$ cat src/rtl/axi_err_slv.sv
// AXI4 default responder: completes every unmapped access with DECERR.
// Optional access logging enabled by defining AXI_ERR_SLV_LOG_EN.
//
// state  | meaning
// W_IDLE | waiting for AW
// W_DATA | sinking W beats until w_last_i
// W_RESP | presenting B until b_ready_i
// R_IDLE | waiting for AR
// R_DATA | returning len+1 DECERR beats
module axi_err_slv #(
  parameter int unsigned IdWidth   = 7,
  parameter int unsigned AddrWidth = 64,
  parameter int unsigned DataWidth = 64,
  parameter logic [DataWidth-1:0] RespData = 64'hCA11_AB1E_BADC_AB1E
) (
  input  logic                 clk_i,
  input  logic                 rst_ni,
  input  logic [IdWidth-1:0]   aw_id_i,
  input  logic [AddrWidth-1:0] aw_addr_i,
  input  logic                 aw_valid_i,
  output logic                 aw_ready_o,
  input  logic                 w_last_i,
  input  logic                 w_valid_i,
  output logic                 w_ready_o,
  output logic [IdWidth-1:0]   b_id_o,
  output logic [1:0]           b_resp_o,
  output logic                 b_valid_o,
  input  logic                 b_ready_i,
  input  logic [IdWidth-1:0]   ar_id_i,
  input  logic [AddrWidth-1:0] ar_addr_i,
  input  logic [7:0]           ar_len_i,
  input  logic                 ar_valid_i,
  output logic                 ar_ready_o,
  output logic [IdWidth-1:0]   r_id_o,
  output logic [DataWidth-1:0] r_data_o,
  output logic [1:0]           r_resp_o,
  output logic                 r_last_o,
  output logic                 r_valid_o,
  input  logic                 r_ready_i
`ifdef AXI_ERR_SLV_LOG_EN
  ,
  output logic [AddrWidth-1:0] err_addr_o,
  output logic                 err_is_write_o,
  output logic [15:0]          err_cnt_o
`endif
);

  typedef enum logic [1:0] {W_IDLE, W_DATA, W_RESP} w_state_t;
  typedef enum logic {R_IDLE, R_DATA} r_state_t;

  w_state_t   w_state;
  r_state_t   r_state;
  logic [7:0] r_len;
  logic [7:0] beat_cnt;
  logic [7:0] beat_cnt_nxt;

  assign b_resp_o     = 2'b11;
  assign r_resp_o     = 2'b11;
  assign r_data_o     = RespData;
  assign beat_cnt_nxt = beat_cnt + 8'd1;

  always_ff @(posedge clk_i or negedge rst_ni) begin
    if (!rst_ni) begin
      w_state    <= W_IDLE;
      aw_ready_o <= 1'b1;
      w_ready_o  <= 1'b0;
      b_valid_o  <= 1'b0;
      b_id_o     <= '0;
    end else begin
      case (w_state)
        W_IDLE: if (aw_valid_i) begin
          b_id_o     <= aw_id_i;
          aw_ready_o <= 1'b0;
          w_ready_o  <= 1'b1;
          w_state    <= W_DATA;
        end
        W_DATA: if (w_valid_i && w_last_i) begin
          w_ready_o <= 1'b0;
          b_valid_o <= 1'b1;
          w_state   <= W_RESP;
        end
        W_RESP: if (b_ready_i) begin
          b_valid_o  <= 1'b0;
          aw_ready_o <= 1'b1;
          w_state    <= W_IDLE;
        end
        default: begin
          aw_ready_o <= 1'b1;
          w_ready_o  <= 1'b0;
          b_valid_o  <= 1'b0;
          w_state    <= W_IDLE;
        end
      endcase
    end
  end

  // r_last_o is precomputed one beat ahead so it stays a plain register.
  always_ff @(posedge clk_i or negedge rst_ni) begin
    if (!rst_ni) begin
      r_state    <= R_IDLE;
      ar_ready_o <= 1'b1;
      r_valid_o  <= 1'b0;
      r_last_o   <= 1'b0;
      r_id_o     <= '0;
      r_len      <= '0;
      beat_cnt   <= '0;
    end else begin
      case (r_state)
        R_IDLE: if (ar_valid_i) begin
          r_id_o     <= ar_id_i;
          r_len      <= ar_len_i;
          beat_cnt   <= '0;
          ar_ready_o <= 1'b0;
          r_valid_o  <= 1'b1;
          r_last_o   <= (ar_len_i == 8'd0);
          r_state    <= R_DATA;
        end
        R_DATA: if (r_ready_i) begin
          if (r_last_o) begin
            r_valid_o  <= 1'b0;
            r_last_o   <= 1'b0;
            ar_ready_o <= 1'b1;
            r_state    <= R_IDLE;
          end else begin
            beat_cnt <= beat_cnt_nxt;
            r_last_o <= (beat_cnt_nxt == r_len);
          end
        end
        default: begin
          ar_ready_o <= 1'b1;
          r_valid_o  <= 1'b0;
          r_last_o   <= 1'b0;
          r_state    <= R_IDLE;
        end
      endcase
    end
  end

`ifdef AXI_ERR_SLV_LOG_EN
  logic        aw_acc;
  logic        ar_acc;
  logic [16:0] cnt_sum;

  assign aw_acc  = aw_ready_o & aw_valid_i;
  assign ar_acc  = ar_ready_o & ar_valid_i;
  assign cnt_sum = {1'b0, err_cnt_o} + {16'd0, aw_acc} + {16'd0, ar_acc};

  // A simultaneous AW wins the address/direction log.
  always_ff @(posedge clk_i or negedge rst_ni) begin
    if (!rst_ni) begin
      err_addr_o     <= '0;
      err_is_write_o <= 1'b0;
      err_cnt_o      <= '0;
    end else begin
      if (aw_acc) begin
        err_addr_o     <= aw_addr_i;
        err_is_write_o <= 1'b1;
      end else if (ar_acc) begin
        err_addr_o     <= ar_addr_i;
        err_is_write_o <= 1'b0;
      end
      err_cnt_o <= cnt_sum[16] ? 16'hFFFF : cnt_sum[15:0];
    end
  end
`endif

endmodule

$ cat config.mk
export PLATFORM = sky130hd
export DESIGN_NAME = axi_err_slv
export DESIGN_NICKNAME = d
export VERILOG_FILES = /design/src/rtl/axi_err_slv.sv
export SDC_FILE = /design/constraint.sdc
export NUM_CORES = 1
export LEC_CHECK = 0
export ABC_AREA = 1
export BUFFER_PORTS_ARGS = -buffer_cell sky130_fd_sc_hd__clkbuf_2
export CAP_MARGIN = 20
export CORE_AREA = 2 2 95 97
export CTS_CLUSTER_DIAMETER = 40
export DETAILED_ROUTE_END_ITERATION = 8
export DIE_AREA = 0 0 97 99
export PLACE_DENSITY = 0.69
export SLEW_MARGIN = 25
export SYNTH_ARGS = -nofsm -noshare
export SYNTH_HDL_FRONTEND = slang
export SYNTH_SLANG_ARGS = --single-unit
export TNS_END_PERCENT = 20
$ cat constraint.sdc
create_clock -name clk_i -period 1.5 [get_ports clk_i]
set_input_delay 0.15 -clock clk_i [delete_from_list [all_inputs] [get_ports clk_i]]
set_output_delay 0.15 -clock clk_i [all_outputs]
set_load 0.05 [all_outputs]
==> results.yml, run 1 <==
status:
  status: "complete, no violations"
layout:
  layout_commonest_cell: "nand2_1"
  diodes: 0
  stdcell_area_um2: 2650
  layout-drive-gt1-share_pct: 22.5
  final_cell_mix: "nand2_1 (69), conb_1 (68), clkbuf_2 (49)"
  nNetsFinal: 514
  area_growth_pct: 11.9
die:
  ios: 246
  start_util_pct: 27.7
  die_x_um: 97
  core_um2: 8550
  rows: 34
  die-area_um2: 9600
  die_y_um: 99
clock_network:
  cts_tree: "yes"
  cts_max_level: 2
  clock_sinks: 39
  cts_root_buffer: "clkbuf_8"
  cts_buffer_depth: 2
  clkLatencyLatePin_ps: 290
  numCtsBuffers: 5
  clk_pin_slew_ps: 80
  postCtsSetupBuffers: 0
timing:
  finalClockSkew_ps: 6.60
  period_minus_slack_ps: 1500
  slew_viol_final: 0
  max_freq_mhz: 669
  rsz0062_at_grt: "yes"
  hold_violations: 0
  fin_crit_sh_pct: 99.7
  whs_ps: 48.7
  setup_viol: 0
synthesis:
  ys_ff_latch: 39
  synth_top_area_share_pct: 39.1
  ys_seq_area_share_pct: 41.4
  syn_area_um2: 2370
  netlist_instances: 295
  syn_area_per_cell_um2: 8.02
  synth_cell_types: 25
  yosys-top-cells-area: "dfrtp_1 (39%), buf_4 (22%), nand2_1 (11%), nand3_1 (5.1%), inv_1 (4.6%)"
  synth-warning-count: 0
  netlist.top_cell.by_area: "dfrtp_1"
worst_setup_path:
  r2r-start: "beat_cnt[0]"
  path_max_fanout: 4
  critPathLaunchType: "flip-flop"
  cp_slowest_cell: "dfrtp_1"
  critPathKind: "reg2reg"
  crit_arrival_ps: 1720
  path_buf_inv: 0
  crit_chain: "ha_2 > nand2_2 > nor2_2 > nand2_1 > nand3b_1 > nand3_1 > nor2_1 > nand3_1 > a21oi_1"
  crit_path_start: "beat_cnt[0]"
  crit_required_ps: 1720
  crit_top_cell: "nand3_1"
  cp_slowest_stage_delay_ps: 360
  end_kind: "flip-flop"
  crit_family: "simple AND/OR/NAND/NOR gates"
power:
  ir_drop_mv: 1.40
  p_per_area_nw_per_um2: 2110
  leakage_nw: 1.44
routing:
  viasPerCell: 4.09
  drtIter0Drc: 49
  firstDrtPassIters: 4
  wl_per_cell_um: 10.0
  antenna_left: 0
  wirelength_mm: 4.65
  drcViolationCount: 0
  vias: 1898
grt:
  grt_pass1_vias: 1784
  grt_max_degree: 24
  grt_overflow: 0
  grt_pass1_wl_mm: 7.67
  track_usage_pct: 9.66
  antenna_found_initial: 0
worst_hold_path:
  hold_start: "ar_id_i[5]"
  hp-class: "in2reg"
place:
  routabilityCongestion: 0.787
  io_buffers: 49
  hpwl_mm: 3.73
  place_area_um2: 2540
run:
  max_cap_violations: 0
## routing by layer
layer	GRT usage, %	up-vias	part of all wire [%]
li1	-	913	-
met1	10.9	857	40
met2	16.8	116	47
met3	3.05	12	11
met4	4.33	0	2.3
met5	0	-	0
## report_power, final
group	internal [mW]	total (mW)	switching, mW
clock	0.325	0.704	0.379
combinational	0.772	3.01	2.24
sequential	1.55	1.87	0.325
## per-stage QoR
| step | cells | utilization (%) | TNS (ps) | worst slack [ps] | total power, mW |
|---|---|---|---|---|---|
| 3_3_place_gp | 455 | 29.8 | 0 | 50.4 | 4.82 |
| 5_1_grt | 464 | 31.0 | -119 | -119 | 5.98 |
| 4_1_cts | 464 | 30.9 | 0 | 8.01 | 5.62 |
| 2_1_floorplan | 361 | - | 0 | 133 | 4.30 |
| 6_report | 464 | 31.0 | 0 | 4.52 | 5.58 |
| 3_5_place_dp | 455 | 29.8 | 0 | 5.04 | 4.90 |
## flip-flops by register name (all words and copies together), names as in the netlist
signal      cells
ar_ready_o      1
aw_ready_o      1
b_id_o          7
b_valid_o       1
beat_cnt        8
r_id_o          7
r_last_o        1
r_len           8
r_state         1
r_valid_o       1
w_ready_o       1
w_state         2
## worst reg2reg max path: cells and delay by family, from the launching register on
kind	cells	cell delay, ps
AO/OA/AOI/OAI	1	140
AND/OR/NAND/NOR	7	710
adder cells (fa/ha/maj)	1	210
flip-flops	1	360
## final cells by class
| class | instances | area [µm²] |
|---|---|---|
| repair buffers | 58 | 328 |
| fillers | 902 | 5900 |
| clock buffers | 6 | 72.6 |
| clock inverters | 2 | 12.5 |
| well taps | 108 | 135 |
| flip-flops and latches | 39 | 978 |
| inverters | 29 | 109 |
| multi-input cells | 222 | 1010 |
## timing repair
item	in CTS	in global routing
hold endpoints to repair	15	0
resized for setup	1	2
hold buffers	1	0
endpoints found under the setup margin	1	1
## cells by family after synthesis
kind of cell / synth area share, %
mux: 3.33
other cells: 0.317
simple gates: 21.7
flops: 41.4
compound gates: 5.71
fa+ha+maj: 0.529
buf+inv: 26.7
xor+xnor: 0.370
## cell usage after synthesis
library cell / count
nand2_1: 70
buf_4: 68
dfrtp_1: 37
inv_1: 29
nand3_1: 24
o21ai_0: 16
nor2_1: 15
mux2_2: 7
nor3_1: 4
a21oi_1: 3
o22ai_1: 3
clkbuf_1: 2
conb_1: 2
dfstp_2: 2
nor2_4: 2
nor4_1: 2
a211oi_1: 1
a31oi_1: 1
buf_1: 1
ha_1: 1
nand2_2: 1
nand3b_1: 1
nor2_2: 1
o21bai_1: 1
xnor2_1: 1
## final timing paths
kind                         endpoint  slack [ps]  cells past startpoint
setup / recovery             r_last_o           5                      9
setup reg to reg             r_last_o           5                      9
min in group asynchronous   r_id_o[5]         350                      2
max in group asynchronous  aw_ready_o         590                      3
hold / removal              r_id_o[5]          50                      3
hold reg to reg             r_id_o[2]         490                      2
Note: power is estimated with default switching activity, not from simulation.
==> run 2, diff against run 1 <==
CTS_CLUSTER_DIAMETER = not set   (was 40)
RECOVER_POWER = 25   (was not set)
==> results.yml, run 2 (same netlist as run 1, synthesis figures left out) <==
status:
  status: "complete, no violations"
layout:
  fin_cells: 464
  finish.utilization_pct: 30.9
  layout_commonest_cell: "nand2_1"
  nNetsFinal: 514
  diodes: 0
  top_regs: "beat_cnt x8, r_len x8"
  final_cell_mix: "nand2_1 (69), conb_1 (68), clkbuf_2 (48)"
  area_growth_pct: 11.8
  seq_area_um2: 978
  layout-drive-gt1-share_pct: 22.2
  multi_input_area_um2: 1010
  nFillCells: 902
grt:
  grt_pass1_vias: 1784
  antenna_found_initial: 0
  track_usage_pct: 9.66
  grt_pass1_wl_mm: 7.67
  grt_overflow: 0
  grt_max_degree: 24
timing:
  whs_ps: 48.1
  setup_viol: 0
  rsz0062_at_grt: "yes"
  period_minus_slack_ps: 1500
  slew_viol_final: 0
  max_freq_mhz: 669
  fin_crit_sh_pct: 99.7
  finalClockSkew_ps: 6.60
  worst_pin_slew_ps: 1030
  hold_violations: 0
  slew_headroom_pct: 31.4
routing:
  vias: 1897
  wirelength_mm: 4.65
  wl_per_cell_um: 10.0
  drcViolationCount: 0
  drtIter0Drc: 49
  viasPerCell: 4.09
  firstDrtPassIters: 4
  antenna_left: 0
worst_setup_path:
  end_kind: "flip-flop"
  path_max_fanout: 4
  crit_required_ps: 1720
  cp_slowest_cell: "dfrtp_1"
  path_buf_inv: 0
  crit_top_cell: "nand3_1"
  critPathLaunchType: "flip-flop"
  crit_chain: "ha_2 > nand2_2 > nor2_2 > nand2_1 > nand3b_1 > nand3_1 > nor2_1 > nand3_1 > a21oi_1"
  crit_family: "simple AND/OR/NAND/NOR gates"
  critPathKind: "reg2reg"
  crit_arrival_ps: 1720
  cp_slowest_stage_delay_ps: 360
power:
  ir_drop_mv: 1.40
  leakage_nw: 1.43
  p_per_area_nw_per_um2: 2110
clock_network:
  cts_tree: "yes"
  cts_root_buffer: "clkbuf_8"
  postCtsSetupBuffers: 0
  clkLatencyLatePin_ps: 290
  clock_sinks: 39
  clk_pin_slew_ps: 80
  cts_buffer_depth: 2
  numCtsBuffers: 5
  cts_max_level: 2
place:
  io_buffers: 49
  routabilityCongestion: 0.787
  hpwl_mm: 3.73
  placed_cells: 455
die:
  core_um2: 8550
  ios: 246
  die_x_um: 97
  rows: 34
  die_y_um: 99
  die-area_um2: 9600
  start_util_pct: 27.7
run:
  max_cap_violations: 0
worst_hold_path:
  hp-class: "in2reg"
[run 2: cell count changes in the layout (fill, tap and decap cells not counted)]
| cell | change |
|---|---|
| clkbuf_2 | -1 |
| clkbuf_1 | +1 |
[run 2: tightest hold or removal path: stages]
cell and delay, ps:
clkbuf_2 70, nand2_1 40, nand2_1 40
[run 2: area by class of cell]
cell class                 count  share of cell area (%)
multi-input combinational    222                    38.3
inverter                      29                    4.11
clock inverter                 2                   0.473
sequential                    39                    37.0
timing repair buffer          58                    12.3
clock buffer                   6                    2.74
tap                          108                    5.11
[run 2: worst paths after layout]
check | start | endpoint | slack [ps] | cells after the start
setup reg to reg | beat_cnt[0] | r_last_o | 4 | 9
setup / recovery | beat_cnt[0] | r_last_o | 4 | 9
min in group asynchronous | rst_ni | r_id_o[5] | 550 | 2
hold reg to reg | r_id_o[2] | r_id_o[2] | 490 | 2
hold / removal | ar_id_i[5] | r_id_o[5] | 50 | 3
max in group asynchronous | rst_ni | aw_ready_o | 210 | 3
[run 2: where the power goes]
group / switching (mW) / internal [mW] / total, mW
Sequential: 0.325 / 1.55 / 1.87
Combinational: 2.24 / 0.772 / 3.01
Clock: 0.378 / 0.325 / 0.704
[run 2: what timing repair did]
action,4_1_cts,5_1_grt
hold buffers,1,0
hold endpoints to repair,15,0
setup endpoints to repair,1,1
resized for setup,1,2
[run 2: metrics by stage]
stage               area, µm²  total power [mW]  setup slack [ps]  setup TNS [ps]
floorplan                2610              4.30               133               0
global placement         2540              4.82              50.4               0
detailed placement       2540              4.90              5.04               0
CTS                      2640              5.62              8.01               0
global route             2650              5.98              -119            -119
finish                   2650              5.58              4.38               0
[run 2: layer usage]
layer	GRT usage (%)	up-vias	wire (µm)
met5	0	-	0
met4	4.33	0	106
met3	3.05	12	507
met2	16.8	116	2160
met1	10.9	856	1870
li1	-	913	-
